**src/rtl/mac_sequencer.sv**
```systemverilog
// Dot-product sequencer: feeds operand pairs to an external 16x16 multiplier
// one pair per FETCH/MUL cycle pair and accumulates the products.
module mac_sequencer #(
  parameter int ACC_W = 40
) (
  input  logic             clk,
  input  logic             rst,
  input  logic             start,
  input  logic [7:0]       len,
  input  logic             in_valid,
  output logic             in_ready,
  input  logic [15:0]      in_a,
  input  logic [15:0]      in_b,
  output logic [15:0]      mul_a,
  output logic [15:0]      mul_b,
  input  logic [35:0]      mul_out,
  output logic [ACC_W-1:0] result,
  output logic             result_valid,
  input  logic             result_ready,
  output logic             busy,
  output logic             ovf
);

  typedef enum logic [1:0] {
    IDLE  = 2'd0,
    FETCH = 2'd1,
    MUL   = 2'd2,
    DONE  = 2'd3
  } state_t;

  state_t           state_r;
  state_t           state_s;
  logic [ACC_W-1:0] acc_r;
  logic [7:0]       cnt_r;
  logic             ovf_r;
  logic [15:0]      mul_a_r;
  logic [15:0]      mul_b_r;
  logic [ACC_W:0]   sum_s;

  // Extra top bit of the sum captures the accumulator carry-out.
  assign sum_s = {1'b0, acc_r} + {{(ACC_W-35){1'b0}}, mul_out};

  // State register
  always_ff @(posedge clk or posedge rst) begin
    if (rst) begin
      state_r <= IDLE;
    end else begin
      state_r <= state_s;
    end
  end

  // Next-state decode
  always_comb begin
    state_s = state_r;
    case (state_r)
      IDLE: begin
        if (start) begin
          state_s = (len == 8'd0) ? DONE : FETCH;
        end else begin
          state_s = IDLE;
        end
      end
      FETCH: begin
        if (in_valid) begin
          state_s = MUL;
        end else begin
          state_s = FETCH;
        end
      end
      MUL: begin
        if (cnt_r == 8'd1) begin
          state_s = DONE;
        end else begin
          state_s = FETCH;
        end
      end
      DONE: begin
        if (result_ready) begin
          state_s = IDLE;
        end else begin
          state_s = DONE;
        end
      end
      default: state_s = IDLE;
    endcase
  end

  // Operand, count and accumulator registers
  always_ff @(posedge clk or posedge rst) begin
    if (rst) begin
      acc_r   <= '0;
      cnt_r   <= 8'd0;
      ovf_r   <= 1'b0;
      mul_a_r <= 16'd0;
      mul_b_r <= 16'd0;
    end else begin
      case (state_r)
        IDLE: begin
          if (start) begin
            cnt_r <= len;
            acc_r <= '0;
            ovf_r <= 1'b0;
          end
        end
        FETCH: begin
          if (in_valid) begin
            mul_a_r <= in_a;
            mul_b_r <= in_b;
          end
        end
        MUL: begin
          acc_r <= sum_s[ACC_W-1:0];
          ovf_r <= ovf_r | sum_s[ACC_W];
          cnt_r <= cnt_r - 8'd1;
        end
        default: begin
        end
      endcase
    end
  end

  // Moore output decode from the registered state
  always_comb begin
    in_ready     = 1'b0;
    result_valid = 1'b0;
    busy         = 1'b1;
    case (state_r)
      IDLE:    busy = 1'b0;
      FETCH:   in_ready = 1'b1;
      MUL:     in_ready = 1'b0;
      DONE:    result_valid = 1'b1;
      default: busy = 1'b0;
    endcase
  end

  assign mul_a  = mul_a_r;
  assign mul_b  = mul_b_r;
  assign result = acc_r;
  assign ovf    = ovf_r;

endmodule

```
**config.mk**
```make
export PLATFORM = sky130hd
export DESIGN_NAME = mac_sequencer
export DESIGN_NICKNAME = d
export VERILOG_FILES = /design/src/rtl/mac_sequencer.sv
export SDC_FILE = /design/constraint.sdc
export NUM_CORES = 1
export LEC_CHECK = 0
export BUFFER_PORTS_ARGS = -buffer_cell sky130_fd_sc_hd__buf_4
export CORE_MARGIN = 3
export CORE_UTILIZATION = 25
export DETAILED_ROUTE_END_ITERATION = 12
export GPL_TIMING_DRIVEN = 0
export PLACE_DENSITY = 0.45
export SKIP_CTS_REPAIR_TIMING = 1
export SLEW_MARGIN = 5
export SYNTH_ARGS = -nofsm -noshare
export SYNTH_HDL_FRONTEND = slang
export SYNTH_SLANG_ARGS = --single-unit
```
**constraint.sdc**
```tcl
create_clock -name clk -period 2.7 [get_ports clk]
set_input_delay 0 -clock clk [delete_from_list [all_inputs] [get_ports clk]]
set_output_delay 0 -clock clk [all_outputs]
set_load 0.01 [all_outputs]
```
==> results.txt <==
Wires add up to 17500 um. The critical path start-end classification is reg -> reg. The die footprint came out at ~23000 um^2. The worst voltage drop across the vdd grid is 0.347 mV. The detailed-route wire length per cell came out at about 17 um. The final setup violation count came out at 9. The number of max-cap violations came out at 0. The die height is about 150 um. After synthesis, the share of cell area in mux cells is 0.0807.

The worst endpoint data arrival time is 3.17 ns. For this run, asynchronously set or reset flops after synthesis account for 1.00. Timing analysis after detailed placement gives a worst setup slack of -0.385 ns. In this run the static leakage power is 0.00367 uW.

The power density of the placed cells is 1020 nW/um^2. Measured in cells, the most critical reg-to-reg path has a length of 10. The post-route clock period utilization is 1.09. The run finished, with violations left. The cell sitting at the root of the clock tree is a sky130_fd_sc_hd__clkbuf_16. The worst slew slack as a fraction of its limit came out at 0.502.

On the critical path, the stage with the largest delay is an instance of sky130_fd_sc_hd__dfrtp_1. The number of antenna violations at the first check in global routing came out at 0. The final worst clock skew came out at approximately 0.0083 ns. The final reports fail on setup timing. The share of the synthesized area in the top cell type is 0.389. The first-iteration detailed-routing DRC count is approximately 210. In this run the critical register-to-register path is launched from result[0]. The register-to-register path setup slack came out at -0.23 ns. The number of synthesis warnings came out at 0. The number of search-and-repair iterations in the first detailed-routing pass is 4.

The path class of the tightest hold or removal check is in -> reg. The synthesized-area fraction occupied by and/or/nand/nor cells is 0.136. Across every metal layer, demand over resource in global routing totals 0.144. The worst register-to-register path ends at result[28]. The worst setup path is captured at a flop. The antenna diode count is 0.

The global-route wire length before repair came out at 27200 um. In this run, synthesis inferred 0 flip-flops with an integrated enable. The clock transition at the register clock pins on the worst setup and hold paths after CTS came out at approximately 0.070 ns. The family of cells with the greatest summed delay on the critical path is compound AO/OA/AOI/OAI gates. The data required time at the worst endpoint came out at about 2.9 ns.

The minimum clock period came out at a little under 3 ns. The critical path crosses 10 cells after its start point. In the final layout, the share of cells above drive strength 1 is 0.363. The largest fanout on the critical path came out at 5.

The number of global-route vias before repair came to ~5000. The count of buffers from port buffering came out at roughly 160. The buffering stage count on the worst path with inverters included is 0. The number of H-tree branching levels came out at 3.

The most used flip-flop cell after synthesis is sky130_fd_sc_hd__dfrtp_1. The total negative slack is -0.904 ns. In this design, the stage delay of the slowest critical-path cell is around 0.42 ns. Of the synthesized area, sequential elements account for 0.389.

Traced cell by cell, the critical path runs through ha_4 > fa_2 > a21o_4 > a221o_1 > a21oi_4 > a31oi_4 > a41oi_2 > a21boi_2 > or3_1 > a32o_1. Ranked by total cell area, the synthesized netlist is headed by sky130_fd_sc_hd__dfrtp_1, sky130_fd_sc_hd__ha_1, sky130_fd_sc_hd__mux2_2. The half-perimeter wire length after placement is roughly 13000 um.

Setup repair after global routing could not meet its margin everywhere. The fraction of the mapped netlist area in adder cells came out at 0.0928. The net count after synthesis came out at around 680.

The maximum number of buffers from clock root to sink came out at 2. The detail route stage leaves a number of antenna-violating nets equal to 0. The clock drives 83 sinks. The width of the die came out at approximately 150 um. The xor and xnor area share after synthesis is 0.0492. The biggest area contributor in the post-synthesis netlist is sky130_fd_sc_hd__dfrtp_1.

The initial cell density of the core is 0.259. Synthesis inferred 83 register bits. The core region area came out at 20600 um^2. The final count of pins violating max slew is 0. Synthesis handed over a netlist of between 500 and 600 instances. The worst setup path endpoint is result[28]. The dominant combinational cell family by area after synthesis is compound AO/OA/AOI/OAI gates. The number of hold violations in the final report is 0. The number of cell rows came out at 52. The synthesized area per cell came out at 9.62 um^2.

The count of different cell masters after synthesis is 66. The post-synthesis compound-gate area fraction came to 0.217. Derived from the worst setup path, the maximum achievable clock frequency is roughly 340 MHz.

The final route contains 5120 vias. The maximum number of pins on one net before global-route repair came out at 55. The worst setup path is launched from a flop.

The total CTS buffers is 9. The area growth from synthesis to final layout is 48.5%. The final weighted congestion in routability-driven placement is about 0.83. The clock network latency to the later pin of the worst-skew pair is around 0.35 ns. The slew at the pin with the worst max-slew slack came out at approximately 0.75 ns. The cell area that synthesis handed to floorplanning was roughly 5300 um^2. The total congestion overflow came out at 0. TritonCTS built the clock tree. Dividing the detail-routed via count by the number of cells gives 4.84.

The summed area of non-filler cells in the final layout came out at slightly below 8000 um^2. Across all setup checks in the final design, the least slack found is -0.230 ns. The number of nets in the layout is around 900. The start point of the critical path is result[0].

After detailed routing, the number of remaining DRC violations is 0. The placed cell area is around 7000 um^2. The boundary pin count is approximately 160.
==> metrics by stage <==
stage	util	cells	total power (uW)	hold WS (ns)
4_1_cts	0.347	998	7780	-0.355
3_5_place_dp	0.334	982	6490	0.0344
2_1_floorplan	-	555	4850	0.133
3_3_place_gp	0.332	981	6440	0.233
6_report	0.384	1057	8060	0.0211
5_1_grt	0.384	1057	8700	0.0344
==> cell type report <==
cell class / count / area [um^2]
multi-input cells: 437 / 3290
repair buffers: 216 / 1750
fillers: 2091 / 12700
clock buffers: 9 / 225
well taps: 270 / 338
inverters: 13 / 51.3
clock inverters: 7 / 58.8
plain buffers: 22 / 140
flip-flops and latches: 83 / 2080
==> synth_stat cells (10+ instances only) <==
cell type                   n
sky130_fd_sc_hd__nand2_1   63
sky130_fd_sc_hd__a21oi_1   43
sky130_fd_sc_hd__o21ai_0   52
sky130_fd_sc_hd__a21o_1    14
sky130_fd_sc_hd__inv_1     13
sky130_fd_sc_hd__mux2_2    32
sky130_fd_sc_hd__nor2_1    24
sky130_fd_sc_hd__clkbuf_1  10
sky130_fd_sc_hd__nand3_1   25
sky130_fd_sc_hd__xnor2_1   21
sky130_fd_sc_hd__dfrtp_1   83
sky130_fd_sc_hd__ha_1      38
==> layer usage <==
layer / vias to the layer above / routed length (um) / track usage
li1: 2488 / - / -
met1: 2486 / 8060 / 0.189
met2: 123 / 8420 / 0.236
met3: 23 / 741 / 0.0321
met4: 0 / 325 / 0.0475
met5: - / 0 / 0
==> layout by cell type (no fill, tap or decap), types with 21 or more instances in the layout <==
cell type	count
sky130_fd_sc_hd__o21ai_0	45
sky130_fd_sc_hd__dfrtp_1	83
sky130_fd_sc_hd__dlygate4sd3_1	43
sky130_fd_sc_hd__nand3_1	25
sky130_fd_sc_hd__mux2_2	32
sky130_fd_sc_hd__a21oi_1	36
sky130_fd_sc_hd__ha_1	28
sky130_fd_sc_hd__buf_4	172
sky130_fd_sc_hd__xnor2_1	21
sky130_fd_sc_hd__nand2_1	62
sky130_fd_sc_hd__nor2_1	24
==> sequential cells by signal (all words and copies together) (netlist names) <==
signal and flops:
ovf 1, state_r 2, cnt_r 8, result 40, mul_b 16, mul_a 16
==> cells by family after synthesis <==
family | after synthesis
xor gates and xnor gates | 30
adders and majority gates | 39
buffers and inverters | 35
AOI/OAI and AO/OA | 175
and+or+nand+nor | 154
muxes | 39
DFF | 83
==> power breakdown <==
part | total (uW) | switching [uW] | internal [uW]
clock | 1240 | 595 | 641
sequential | 2170 | 393 | 1770
combinational | 4660 | 2430 | 2230
total | 8060 | 3420 | 4640
==> how the worst min path moves through the flow <==
stage / from / end / cells past startpoint
4_1_cts: rst / mul_a[6] / 2
3_3_place_gp: in_a[14] / mul_a[14] / 2
6_report: mul_out[0] / result[0] / 4
2_1_floorplan: len[7] / cnt_r[7] / 2
5_1_grt: mul_out[0] / result[0] / 4
3_5_place_dp: rst / mul_a[14] / 2
==> worst register-to-register path, cell delays in order, from the launching register on <==
cell and delay [ns]:
sky130_fd_sc_hd__dfrtp_1 0.42, sky130_fd_sc_hd__ha_4 0.19, sky130_fd_sc_hd__fa_2 0.36, sky130_fd_sc_hd__a21o_4 0.22
sky130_fd_sc_hd__a221o_1 0.35, sky130_fd_sc_hd__a21oi_4 0.22, sky130_fd_sc_hd__a31oi_4 0.17, sky130_fd_sc_hd__a41oi_2 0.25
sky130_fd_sc_hd__a21boi_2 0.09, sky130_fd_sc_hd__or3_1 0.31, sky130_fd_sc_hd__a32o_1 0.24
Power figures use the tool's default switching activity.
